===== src/rtl/led_pkg.sv =====
// Shared constants and types for the board LED driver.
package led_pkg;

  localparam int LED_NUM_LEDS = 10;
  localparam int LED_SEL_W    = 4;

  typedef enum logic {
    LED_ONEHOT = 1'b0,
    LED_BAR    = 1'b1
  } led_mode_t;

endpackage


===== src/rtl/led_decoder.sv =====
// Combinational LED index decoder: one-hot or thermometer pattern plus range flag.
module led_decoder
  import led_pkg::*;
#(
  parameter int NUM_LEDS = LED_NUM_LEDS,
  parameter int SEL_W    = LED_SEL_W
) (
  input  logic [SEL_W-1:0]    i_led_number,
  input  logic                i_bar_mode,
  output logic [NUM_LEDS-1:0] o_pattern,
  output logic                o_in_range
);

  // Index is widened by one bit so NUM_LEDS == 2**SEL_W still compares correctly.
  logic [SEL_W:0] w_index;
  led_mode_t      w_mode;
  logic           w_in_range;

  assign w_index    = {1'b0, i_led_number};
  assign w_mode     = led_mode_t'(i_bar_mode);
  assign w_in_range = (w_index < (SEL_W+1)'(NUM_LEDS));
  assign o_in_range = w_in_range;

  // Build the lit pattern; nothing is lit for an out-of-range index.
  always_comb begin
    o_pattern = '0;
    for (int i = 0; i < NUM_LEDS; i++) begin
      if (w_mode == LED_BAR) begin
        o_pattern[i] = (w_index >= (SEL_W+1)'(i));
      end else begin
        o_pattern[i] = (w_index == (SEL_W+1)'(i));
      end
    end
    if (!w_in_range) begin
      o_pattern = '0;
    end
  end

endmodule


===== src/rtl/led_output.sv =====
// Registered driver for the board LEDs (LEDR) from a 4-bit LED index.
// Optional feature macro: LED_BLINK_EN -- out-of-range indices flash all LEDs
// at a BLINK_DIV-cycle half-period instead of leaving them dark.
module led_output
  import led_pkg::*;
#(
  parameter int NUM_LEDS  = LED_NUM_LEDS,
  parameter int SEL_W     = LED_SEL_W,
  parameter int BLINK_DIV = 25000000
) (
  input  logic                clk,
  input  logic                rst_n,
  input  logic [SEL_W-1:0]    led_number,
  input  logic                bar_mode,
  output logic [NUM_LEDS-1:0] LEDR
);

  // Elaboration-time parameter sanity.
  if ((2 ** SEL_W) < NUM_LEDS) begin : g_bad_sel_w
    $error("led_output: SEL_W too narrow for NUM_LEDS");
  end
  if (BLINK_DIV < 1) begin : g_bad_blink_div
    $error("led_output: BLINK_DIV must be at least 1");
  end

  logic [NUM_LEDS-1:0] w_pattern;
  logic                w_in_range;
  logic [NUM_LEDS-1:0] w_oor_fill;

  led_decoder #(
    .NUM_LEDS (NUM_LEDS),
    .SEL_W    (SEL_W)
  ) u_decoder (
    .i_led_number (led_number),
    .i_bar_mode   (bar_mode),
    .o_pattern    (w_pattern),
    .o_in_range   (w_in_range)
  );

`ifdef LED_BLINK_EN
  localparam int CNT_W = (BLINK_DIV > 1) ? $clog2(BLINK_DIV) : 1;
  localparam logic [CNT_W-1:0] CNT_LAST = CNT_W'(BLINK_DIV - 1);

  logic [CNT_W-1:0] r_blink_cnt;
  logic             r_phase;

  // Free-running blink timer; the phase flips each time the count wraps.
  always_ff @(posedge clk or negedge rst_n) begin
    if (!rst_n) begin
      r_blink_cnt <= '0;
      r_phase     <= 1'b0;
    end else if (r_blink_cnt == CNT_LAST) begin
      r_blink_cnt <= '0;
      r_phase     <= ~r_phase;
    end else begin
      r_blink_cnt <= r_blink_cnt + CNT_W'(1);
    end
  end

  assign w_oor_fill = {NUM_LEDS{r_phase}};
`else
  assign w_oor_fill = '0;
`endif

  // Output register: pins see only flop outputs, one cycle after the inputs.
  always_ff @(posedge clk or negedge rst_n) begin
    if (!rst_n) begin
      LEDR <= '0;
    end else if (w_in_range) begin
      LEDR <= w_pattern;
    end else begin
      LEDR <= w_oor_fill;
    end
  end

endmodule


===== config.mk =====
export PLATFORM = sky130hd
export DESIGN_NAME = led_output
export DESIGN_NICKNAME = d
export VERILOG_FILES = /design/src/rtl/led_pkg.sv /design/src/rtl/led_decoder.sv /design/src/rtl/led_output.sv
export SDC_FILE = /design/constraint.sdc
export NUM_CORES = 1
export LEC_CHECK = 0
export CAP_MARGIN = 20
export CORE_AREA = 2 2 39 41
export DETAILED_ROUTE_END_ITERATION = 6
export DIE_AREA = 0 0 41 43
export PLACE_DENSITY = 0.79
export SLEW_MARGIN = 10
export SYNTH_ARGS = -nofsm -noshare
export SYNTH_HDL_FRONTEND = slang
export SYNTH_SLANG_ARGS = --single-unit

===== constraint.sdc =====
create_clock -name clk -period 0.8 [get_ports clk]
set_input_delay 0.08 -clock clk [delete_from_list [all_inputs] [get_ports clk]]
set_output_delay 0.08 -clock clk [all_outputs]
set_load 0.005 [all_outputs]

==> run_summary.xml, run 1 <==
<?xml version="1.0" encoding="UTF-8"?>
<metrics>
  <group name="status">
    <metric name="status" unit="">finished with violations</metric>
    <metric name="violated_checks" unit="">setup timing</metric>
  </group>
  <group name="sta">
    <metric name="fin_hold_ws" unit="ns">0.140</metric>
    <metric name="final_period_minus_worst_setup_slack" unit="ns">0.813</metric>
    <metric name="final_critical_path_setup_slack" unit="ns">-0.0131</metric>
    <metric name="finalSetupViolations" unit="">9</metric>
    <metric name="max_clock_freq" unit="MHz">1230</metric>
    <metric name="tightest_slew" unit="ns">0.314</metric>
    <metric name="max-slew-margin-rel" unit="">0.791</metric>
    <metric name="timing_max_transition_violations_final" unit="">0</metric>
    <metric name="final-hold-violation-count" unit="">0</metric>
    <metric name="finalCritPeriodShare" unit="">1.02</metric>
    <metric name="rsz0062_at_grt" unit="">yes</metric>
    <metric name="setup-tns-final" unit="ns">-0.0801</metric>
  </group>
  <group name="finish">
    <metric name="top_regs" unit="">LEDR (10)</metric>
    <metric name="finalCoreUtilization" unit="">0.533</metric>
    <metric name="final_cell_area" unit="um2">737</metric>
    <metric name="proportion_of_layout_cells_with_a_drive_suffix_above_1" unit="">0.508</metric>
    <metric name="largest_register_ff_count" unit="">10</metric>
    <metric name="top_register" unit="">LEDR</metric>
    <metric name="num_antenna_cells" unit="">0</metric>
    <metric name="total_number_of_nets_in_the_final_design" unit="">72</metric>
    <metric name="mostFrequentLayoutCells" unit="">sky130_fd_sc_hd__dfrtp_1, sky130_fd_sc_hd__buf_2, sky130_fd_sc_hd__buf_4</metric>
    <metric name="filler_cell_count" unit="">141</metric>
    <metric name="area_growth" unit="%">48.4</metric>
  </group>
  <group name="logic_synthesis">
    <metric name="synth-main-ff-cell" unit="">sky130_fd_sc_hd__dfrtp_1</metric>
    <metric name="yosys_register_bits" unit="">10</metric>
    <metric name="synth_edf_count" unit="">0</metric>
    <metric name="mappedNetlistArea" unit="um2">497</metric>
    <metric name="avgSynthCellArea" unit="um2">13.8</metric>
    <metric name="yosys_warnings" unit="">0</metric>
    <metric name="synth_fp_nets" unit="">43</metric>
    <metric name="synth.largest_area_cell" unit="">sky130_fd_sc_hd__dfrtp_1</metric>
    <metric name="ys_async_sr_fraction" unit="">1.00</metric>
    <metric name="synthDistinctLibCells" unit="">21</metric>
    <metric name="post_synth_main_area_contributors" unit="">sky130_fd_sc_hd__dfrtp_1, sky130_fd_sc_hd__o311ai_2, sky130_fd_sc_hd__nor4b_2</metric>
    <metric name="post_synth_inst_count" unit="">36</metric>
    <metric name="synth_top_cell_area_share" unit="">0.504</metric>
    <metric name="synth.yosys.seq_area_share" unit="">0.504</metric>
  </group>
  <group name="min_path">
    <metric name="hold_path_class" unit="">input pin to async pin</metric>
  </group>
  <group name="power">
    <metric name="net_switching_power" unit="W">0.000266</metric>
    <metric name="power-per-cell-area" unit="nW/um2">1510</metric>
    <metric name="swShare" unit="">0.239</metric>
    <metric name="pwr-share-seq" unit="">0.490</metric>
    <metric name="power.combinational.fraction" unit="">0.220</metric>
    <metric name="vdd_drop_max" unit="uV">549</metric>
    <metric name="power_leakage" unit="nW">0.373</metric>
    <metric name="share_clk_of_total_power" unit="">0.291</metric>
    <metric name="cellInternalPower" unit="W">0.000844</metric>
  </group>
  <group name="floorplanning">
    <metric name="placementRows" unit="">14</metric>
    <metric name="fp.dieH" unit="um">43</metric>
    <metric name="coreArea" unit="um2">1380</metric>
    <metric name="die_area" unit="um2">1760</metric>
    <metric name="fp.dieW" unit="um">41</metric>
    <metric name="starting_utilization_of_the_core_area" unit="">0.359</metric>
    <metric name="top_ports" unit="">17</metric>
  </group>
  <group name="clock_network">
    <metric name="cts_inserted_buffers" unit="">3</metric>
    <metric name="cts.root.buffer_cell" unit="">sky130_fd_sc_hd__clkbuf_4</metric>
    <metric name="post_cts_hold_buffer_count" unit="">0</metric>
    <metric name="tritoncts_clock_tree" unit="">built</metric>
    <metric name="numClockSinks" unit="">10</metric>
    <metric name="clock_pin_transition_on_the_worst_setup_and_hold_timing_paths" unit="ns">0.06</metric>
    <metric name="clock_path_buffers" unit="">2</metric>
    <metric name="level_count_of_the_clock_h_tree" unit="">1</metric>
  </group>
  <group name="worst_setup_path">
    <metric name="crit_path_start" unit="">LEDR[2]</metric>
    <metric name="cp.depth" unit="">1</metric>
    <metric name="cpPeakStageDelay" unit="ns">0.36</metric>
    <metric name="setup.worst_path.end" unit="">LEDR[2]</metric>
    <metric name="endpoint_kind" unit="">output port</metric>
    <metric name="timing.critical_path.max_delay_family" unit="">flip-flops</metric>
    <metric name="critPathSlowestCell" unit="">sky130_fd_sc_hd__dfrtp_1</metric>
    <metric name="start_kind" unit="">register</metric>
    <metric name="setup.worst_path.class" unit="">register to output port</metric>
    <metric name="worst-endpoint-arrival" unit="ns">0.73</metric>
    <metric name="worstPathMaxFanout" unit="">1</metric>
    <metric name="worst-path-buf-inv" unit="">1</metric>
    <metric name="critical_path_required" unit="ns">0.72</metric>
    <metric name="timing.critical_path.cells" unit="">buf_2</metric>
  </group>
  <group name="detailed_routing">
    <metric name="antenna_violating_nets_post_route" unit="">0</metric>
    <metric name="wirelength" unit="mm">1.01</metric>
    <metric name="routed-via-count" unit="">399</metric>
    <metric name="route.detailed.wl_per_inst" unit="um">12.8</metric>
    <metric name="drc" unit="">0</metric>
    <metric name="drtIter0Drc" unit="">8</metric>
    <metric name="drt_first_pass_iters" unit="">4</metric>
    <metric name="avgViaCountPerCell" unit="">5.05</metric>
  </group>
  <group name="placement">
    <metric name="gp_routability_congestion" unit="">0.736</metric>
    <metric name="port-buffer-count" unit="">16</metric>
    <metric name="pre_cts_slack" unit="ns">-0.445</metric>
    <metric name="dpl-instance-area" unit="um2">721</metric>
  </group>
  <group name="grt">
    <metric name="grt_max_degree" unit="">11</metric>
    <metric name="antenna_found_initial" unit="">0</metric>
    <metric name="grt_first_pass_wirelength" unit="mm">1.64</metric>
    <metric name="gr-total-overflow" unit="">0</metric>
    <metric name="globalRouteTotalUtil" unit="">0.145</metric>
    <metric name="number_of_global_route_vias_before_repair" unit="">389</metric>
  </group>
  <group name="flow_run">
    <metric name="max_cap_viol_count" unit="">0</metric>
  </group>
</metrics>
-- cell families (layout without fill, tap and decap cells) --
kind of cell | after synthesis | after routing | synth area share
AOI/OAI and AO/OA | 9 | 9 | 0.181
buffers and inverters | 5 | 32 | 0.0579
DFF | 10 | 10 | 0.504
muxes | 2 | 2 | 0.0403
and+or+nand+nor | 10 | 10 | 0.217
-- metrics by stage --
stage	cells	power, W
final	79	0.00111
after global routing	79	0.00116
after CTS	80	0.00113
after detailed placement	72	0.000805
after global placement	72	0.000800
after floorplan	36	0.000655
-- Yosys cell counts, drive strengths merged, types with 2 or more instances --
cell    instances
o311ai          4
nor4b           2
nand2b          2
mux2i           2
inv             2
dfrtp          10
buf             3
-- worst min path at each step --
stage / from / to / slack, ns / cells after the start
after floorplan: rst_n / LEDR[0] / -0.22 / 0
after global placement: rst_n / LEDR[0] / 0.42 / 2
after detailed placement: rst_n / LEDR[2] / 0.41 / 2
after CTS: rst_n / LEDR[6] / 0.14 / 2
after global routing: rst_n / LEDR[6] / 0.14 / 2
final: rst_n / LEDR[6] / 0.14 / 2
-- final cells by class --
cell class	count	area, um2	share of cell area
clock buffer	3	22.5	0.0306
timing repair buffer	27	203	0.275
multi-input combinational	21	234	0.317
tap	16	20.0	0.0272
sequential	10	250	0.340
inverter	2	7.51	0.0102
-- power groups by stage --
stage	logic (W)	clock network (W)	registers [W]
final	0.000244	0.000323	0.000543
after global placement	0.000247	0	0.000553
after detailed placement	0.000251	0	0.000555
after floorplan	0.0000955	0	0.000560
after CTS	0.000249	0.000334	0.000544
after global routing	0.000266	0.000348	0.000545
-- metal layers --
metal	GRT usage	part of all wire	up-vias
li1	-	-	188
met1	0.153	0.39	190
met2	0.219	0.50	17
met3	0.0314	0.076	4
met4	0.140	0.028	0
met5	0	0	-
-- what timing repair did --
action	in CTS	in global routing
cloned	0	0
buffers inserted	5	0
pin swaps	2	1
endpoints found under the setup margin	20	11
hold endpoints to repair	0	0
gates resized for setup	52	2
Power figures use the tool's default switching activity.
==> run 2, diff against run 1 <==
Settings changed: CTS_BUF_LIST set to sky130_fd_sc_hd__clkbuf_8, SLEW_MARGIN 10 to 5.
==> run 2 against run 1 <==
The flow now finishes without violations; clock power increased by 52%; routed wire length increased by 0.50%; utilization increased by 1.2 points; largest cell class unchanged; critical endpoint is now LEDR[9].
==> run_summary.xml, run 2 (synthesis results as in run 1) <==
<?xml version="1.0" encoding="UTF-8"?>
<metrics>
  <group name="status">
    <metric name="status" unit="">finished clean</metric>
  </group>
  <group name="floorplanning">
    <metric name="fp.dieW" unit="um">41</metric>
    <metric name="coreArea" unit="um2">1380</metric>
    <metric name="fp.dieH" unit="um">43</metric>
    <metric name="placementRows" unit="">14</metric>
    <metric name="die_area" unit="um2">1760</metric>
    <metric name="top_ports" unit="">17</metric>
    <metric name="starting_utilization_of_the_core_area" unit="">0.359</metric>
  </group>
  <group name="clock_network">
    <metric name="cts.root.buffer_cell" unit="">sky130_fd_sc_hd__clkbuf_8</metric>
    <metric name="post_cts_hold_buffer_count" unit="">0</metric>
    <metric name="tritoncts_clock_tree" unit="">built</metric>
    <metric name="clock_pin_transition_on_the_worst_setup_and_hold_timing_paths" unit="ns">0.04</metric>
    <metric name="numClockSinks" unit="">10</metric>
    <metric name="clock_path_buffers" unit="">2</metric>
    <metric name="cts_inserted_buffers" unit="">3</metric>
    <metric name="level_count_of_the_clock_h_tree" unit="">1</metric>
  </group>
  <group name="finish">
    <metric name="top_register" unit="">LEDR</metric>
    <metric name="instances_no_fill" unit="">79</metric>
    <metric name="largest_register_ff_count" unit="">10</metric>
    <metric name="proportion_of_layout_cells_with_a_drive_suffix_above_1" unit="">0.524</metric>
    <metric name="top_regs" unit="">LEDR (10)</metric>
    <metric name="layout.cells.most_common" unit="">sky130_fd_sc_hd__dfrtp_1</metric>
    <metric name="final_cell_area" unit="um2">753</metric>
    <metric name="num_antenna_cells" unit="">0</metric>
    <metric name="total_number_of_nets_in_the_final_design" unit="">72</metric>
    <metric name="finalCoreUtilization" unit="">0.544</metric>
    <metric name="area_growth" unit="%">51.6</metric>
    <metric name="mostFrequentLayoutCells" unit="">sky130_fd_sc_hd__dfrtp_1, sky130_fd_sc_hd__buf_2, sky130_fd_sc_hd__buf_4</metric>
  </group>
  <group name="sta">
    <metric name="tightest_slew" unit="ns">0.278</metric>
    <metric name="final-hold-violation-count" unit="">0</metric>
    <metric name="finalCritPeriodShare" unit="">0.970</metric>
    <metric name="final_period_minus_worst_setup_slack" unit="ns">0.776</metric>
    <metric name="timing_max_transition_violations_final" unit="">0</metric>
    <metric name="finalSetupViolations" unit="">0</metric>
    <metric name="max-slew-margin-rel" unit="">0.815</metric>
    <metric name="rsz0062_at_grt" unit="">yes</metric>
    <metric name="fin_hold_ws" unit="ns">0.174</metric>
    <metric name="max_clock_freq" unit="MHz">1290</metric>
  </group>
  <group name="detailed_routing">
    <metric name="avgViaCountPerCell" unit="">5.09</metric>
    <metric name="route.detailed.wl_per_inst" unit="um">12.8</metric>
    <metric name="drtIter0Drc" unit="">6</metric>
    <metric name="drt_first_pass_iters" unit="">4</metric>
    <metric name="antenna_violating_nets_post_route" unit="">0</metric>
    <metric name="drc" unit="">0</metric>
    <metric name="wirelength" unit="mm">1.01</metric>
    <metric name="routed-via-count" unit="">402</metric>
  </group>
  <group name="worst_setup_path">
    <metric name="start_kind" unit="">register</metric>
    <metric name="critPathSlowestCell" unit="">sky130_fd_sc_hd__dfrtp_1</metric>
    <metric name="crit_path_start" unit="">LEDR[9]</metric>
    <metric name="cp.depth" unit="">1</metric>
    <metric name="worstPathMaxFanout" unit="">1</metric>
    <metric name="worst-path-buf-inv" unit="">1</metric>
    <metric name="setup.worst_path.class" unit="">register to output port</metric>
    <metric name="cpPeakStageDelay" unit="ns">0.35</metric>
    <metric name="timing.critical_path.max_delay_family" unit="">flip-flops</metric>
    <metric name="timing.critical_path.cells" unit="">buf_2</metric>
    <metric name="critical_path_required" unit="ns">0.72</metric>
    <metric name="worst-endpoint-arrival" unit="ns">0.70</metric>
    <metric name="setup.worst_path.end" unit="">LEDR[9]</metric>
    <metric name="endpoint_kind" unit="">output port</metric>
  </group>
  <group name="power">
    <metric name="design_power_total" unit="W">0.00128</metric>
    <metric name="vdd_drop_max" unit="uV">613</metric>
    <metric name="power-per-cell-area" unit="nW/um2">1700</metric>
    <metric name="power_leakage" unit="nW">0.379</metric>
  </group>
  <group name="grt">
    <metric name="number_of_global_route_vias_before_repair" unit="">386</metric>
    <metric name="grt_max_degree" unit="">11</metric>
    <metric name="grt_first_pass_wirelength" unit="mm">1.64</metric>
    <metric name="globalRouteTotalUtil" unit="">0.145</metric>
    <metric name="gr-total-overflow" unit="">0</metric>
    <metric name="antenna_found_initial" unit="">0</metric>
  </group>
  <group name="placement">
    <metric name="dpl-instance-area" unit="um2">721</metric>
    <metric name="port-buffer-count" unit="">16</metric>
    <metric name="placedCellCount" unit="">72</metric>
    <metric name="gp_routability_congestion" unit="">0.736</metric>
  </group>
  <group name="min_path">
    <metric name="hold_path_class" unit="">input pin to async pin</metric>
  </group>
  <group name="flow_run">
    <metric name="max_cap_viol_count" unit="">0</metric>
  </group>
</metrics>
-- run 2: cell count changes in the layout (fill, tap and decap cells not counted) --
| cell | previous run | this run |
|---|---|---|
| sky130_fd_sc_hd__clkbuf_4 | 3 | 0 |
| sky130_fd_sc_hd__clkbuf_8 | 0 | 3 |
| sky130_fd_sc_hd__clkbuf_2 | 1 | 3 |
| sky130_fd_sc_hd__dlygate4sd2_1 | 4 | 2 |
| sky130_fd_sc_hd__buf_2 | 10 | 9 |
| sky130_fd_sc_hd__clkdlybuf4s15_1 | 0 | 1 |
-- run 2: power by group --
group          switching (W)  internal [W]
combinational       0.000109      0.000134
clock               0.000165      0.000327
sequential        0.00000647      0.000539
total               0.000280       0.00100
-- run 2: what timing repair did --
| action | in CTS | in global routing |
|---|---|---|
| buffers inserted | 5 | 0 |
| setup endpoints to repair | 20 | 7 |
| gates resized for setup | 50 | 6 |
| pin swaps | 2 | 1 |
-- run 2: per-stage QoR --
| step | worst slack (ns) | TNS (ns) |
|---|---|---|
| after floorplan | 0.0784 | 0 |
| after detailed placement | -0.445 | -4.74 |
| after CTS | -0.0781 | -0.0781 |
| after global placement | -0.421 | -4.60 |
| after global routing | -0.00542 | -0.0110 |
| final | 0.0239 | 0 |
-- run 2: layout make-up --
| cell class | instances | area, um2 |
|---|---|---|
| fillers | 138 | 631 |
| flip-flops and latches | 10 | 250 |
| multi-input cells | 21 | 234 |
| repair buffers | 27 | 200 |
| clock buffers | 3 | 41.3 |
| well taps | 16 | 20.0 |
| inverters | 2 | 7.51 |
-- run 2: how the worst min path moves through the flow --
stage	to	from	cells past startpoint	slack (ns)
6_report	LEDR[6]	rst_n	2	0.17
5_1_grt	LEDR[6]	rst_n	2	0.18
4_1_cts	LEDR[6]	rst_n	2	0.17
3_5_place_dp	LEDR[2]	rst_n	2	0.41
3_3_place_gp	LEDR[0]	rst_n	2	0.42
2_1_floorplan	LEDR[0]	rst_n	0	-0.22
-- run 2: routing by layer --
metal,part of all wire,GRT usage,up-vias
li1,-,-,189
met1,0.39,0.153,192
met2,0.51,0.219,17
met3,0.076,0.0314,4
met4,0.028,0.140,0
met5,0,0,-
==> run 3, diff against run 2 <==
Settings changed: SETUP_SLACK_MARGIN set to 0.4.
==> run 3 against run 2 <==
Flip-flop and latch count is the same; largest cell class is now multi-input combinational cells; global-route usage increased by 1.3 points; die area unchanged; combinational power up 31%.
==> run_summary.xml, run 3 (synthesis results as in run 1) <==
<?xml version="1.0" encoding="UTF-8"?>
<metrics>
  <group name="worst_setup_path">
    <metric name="cpPeakStageDelay" unit="ns">0.36</metric>
    <metric name="critPathSlowestCell" unit="">sky130_fd_sc_hd__dfrtp_1</metric>
    <metric name="timing.critical_path.max_delay_family" unit="">flip-flops</metric>
    <metric name="timing.critical_path.cells" unit="">buf_2</metric>
    <metric name="critical_path_required" unit="ns">0.72</metric>
    <metric name="setup.worst_path.class" unit="">register to output port</metric>
    <metric name="start_kind" unit="">register</metric>
    <metric name="endpoint_kind" unit="">output port</metric>
    <metric name="worstPathMaxFanout" unit="">1</metric>
    <metric name="worst-endpoint-arrival" unit="ns">0.71</metric>
    <metric name="worst-path-buf-inv" unit="">1</metric>
  </group>
  <group name="finish">
    <metric name="largest_register_ff_count" unit="">10</metric>
    <metric name="area_growth" unit="%">77.1</metric>
    <metric name="num_antenna_cells" unit="">0</metric>
    <metric name="total_number_of_nets_in_the_final_design" unit="">77</metric>
    <metric name="proportion_of_layout_cells_with_a_drive_suffix_above_1" unit="">0.706</metric>
    <metric name="top_regs" unit="">LEDR (10)</metric>
    <metric name="mostFrequentLayoutCells" unit="">sky130_fd_sc_hd__buf_2, sky130_fd_sc_hd__dfrtp_1, sky130_fd_sc_hd__buf_6</metric>
    <metric name="top_register" unit="">LEDR</metric>
    <metric name="finalCoreUtilization" unit="">0.636</metric>
    <metric name="layout.cells.most_common" unit="">sky130_fd_sc_hd__buf_2</metric>
  </group>
  <group name="placement">
    <metric name="hpwl_after_detailed_placement" unit="um">663</metric>
    <metric name="gp_routability_congestion" unit="">0.858</metric>
    <metric name="port-buffer-count" unit="">16</metric>
  </group>
  <group name="flow_run">
    <metric name="max_cap_viol_count" unit="">0</metric>
  </group>
  <group name="floorplanning">
    <metric name="placementRows" unit="">14</metric>
    <metric name="fp.dieW" unit="um">41</metric>
    <metric name="top_ports" unit="">17</metric>
    <metric name="coreArea" unit="um2">1380</metric>
    <metric name="starting_utilization_of_the_core_area" unit="">0.359</metric>
    <metric name="fp.dieH" unit="um">43</metric>
    <metric name="die_area" unit="um2">1760</metric>
  </group>
  <group name="sta">
    <metric name="final_period_minus_worst_setup_slack" unit="ns">0.790</metric>
    <metric name="finalSetupViolations" unit="">0</metric>
    <metric name="tightest_slew" unit="ns">0.273</metric>
    <metric name="timing_max_transition_violations_final" unit="">0</metric>
    <metric name="fin_hold_ws" unit="ns">0.176</metric>
    <metric name="final-hold-violation-count" unit="">0</metric>
    <metric name="rsz0062_at_grt" unit="">yes</metric>
    <metric name="finalCritPeriodShare" unit="">0.988</metric>
    <metric name="max_clock_freq" unit="MHz">1270</metric>
    <metric name="max-slew-margin-rel" unit="">0.818</metric>
  </group>
  <group name="grt">
    <metric name="grt_first_pass_wirelength" unit="mm">1.74</metric>
    <metric name="globalRouteTotalUtil" unit="">0.158</metric>
    <metric name="gr-total-overflow" unit="">0</metric>
    <metric name="grt_max_degree" unit="">11</metric>
    <metric name="number_of_global_route_vias_before_repair" unit="">435</metric>
    <metric name="antenna_found_initial" unit="">0</metric>
  </group>
  <group name="clock_network">
    <metric name="clock_pin_transition_on_the_worst_setup_and_hold_timing_paths" unit="ns">0.04</metric>
    <metric name="cts.root.buffer_cell" unit="">sky130_fd_sc_hd__clkbuf_8</metric>
    <metric name="clock_path_buffers" unit="">2</metric>
    <metric name="level_count_of_the_clock_h_tree" unit="">1</metric>
    <metric name="numClockSinks" unit="">10</metric>
    <metric name="tritoncts_clock_tree" unit="">built</metric>
    <metric name="cts_inserted_buffers" unit="">3</metric>
  </group>
  <group name="detailed_routing">
    <metric name="routed-via-count" unit="">428</metric>
    <metric name="antenna_violating_nets_post_route" unit="">0</metric>
    <metric name="avgViaCountPerCell" unit="">5.10</metric>
    <metric name="drt_first_pass_iters" unit="">4</metric>
    <metric name="drc" unit="">0</metric>
    <metric name="wirelength" unit="mm">1.24</metric>
    <metric name="route.detailed.wl_per_inst" unit="um">14.8</metric>
    <metric name="drtIter0Drc" unit="">4</metric>
  </group>
  <group name="status">
    <metric name="status" unit="">finished clean</metric>
  </group>
  <group name="power">
    <metric name="vdd_drop_max" unit="uV">719</metric>
    <metric name="power-per-cell-area" unit="nW/um2">1540</metric>
    <metric name="power_leakage" unit="nW">0.441</metric>
  </group>
  <group name="min_path">
    <metric name="hold_path_class" unit="">input pin to async pin</metric>
  </group>
</metrics>
[run 3: final timing paths]
path                               start       to  cells after the start
hold / removal                     rst_n  LEDR[6]                      2
min in group clk           led_number[0]  LEDR[4]                      2
max in group asynchronous          rst_n  LEDR[3]                      2
setup / recovery                 LEDR[4]  LEDR[4]                      1
[run 3: area by class of cell]
class                   instances  area, um2
multi-input cells              21        288
inverters                       2       7.51
well taps                      16       20.0
flip-flops and latches         10        250
fillers                       120        504
repair buffers                 32        273
clock buffers                   3       41.3
[run 3: power breakdown]
part / internal [W] / switching, W
clock network: 0.000327 / 0.000168
logic: 0.000183 / 0.000136
registers: 0.000539 / 0.00000642
total: 0.00105 / 0.000310
[run 3: what timing repair did]
| action | 4_1_cts | 5_1_grt |
|---|---|---|
| cloned | 1 | 0 |
| setup endpoints to repair | 20 | 20 |
| pin swaps | 6 | 6 |
| hold buffers | 0 | 0 |
| gates resized for setup | 70 | 13 |
| buffers inserted | 6 | 2 |
[run 3: per-layer routing]
layer / part of all wire / GRT usage / routed length [um] / vias up
li1: - / - / - / 199
met1: 0.42 / 0.147 / 520 / 208
met2: 0.49 / 0.250 / 608 / 17
met3: 0.056 / 0.0366 / 69 / 4
met4: 0.035 / 0.167 / 44 / 0
met5: 0 / 0 / 0 / -
[run 3: through the flow]
stage / setup WS (ns) / power (W) / area, um2 / TNS, ns / std cells
2_1_floorplan: 0.115 / 0.000676 / 536 / 0 / 36
3_3_place_gp: -0.418 / 0.000808 / 734 / -4.44 / 72
3_5_place_dp: -0.404 / 0.000813 / 734 / -4.51 / 72
4_1_cts: 0.00528 / 0.00130 / 806 / 0 / 82
5_1_grt: -0.0108 / 0.00141 / 880 / -0.0212 / 84
6_report: 0.00950 / 0.00136 / 880 / 0 / 84
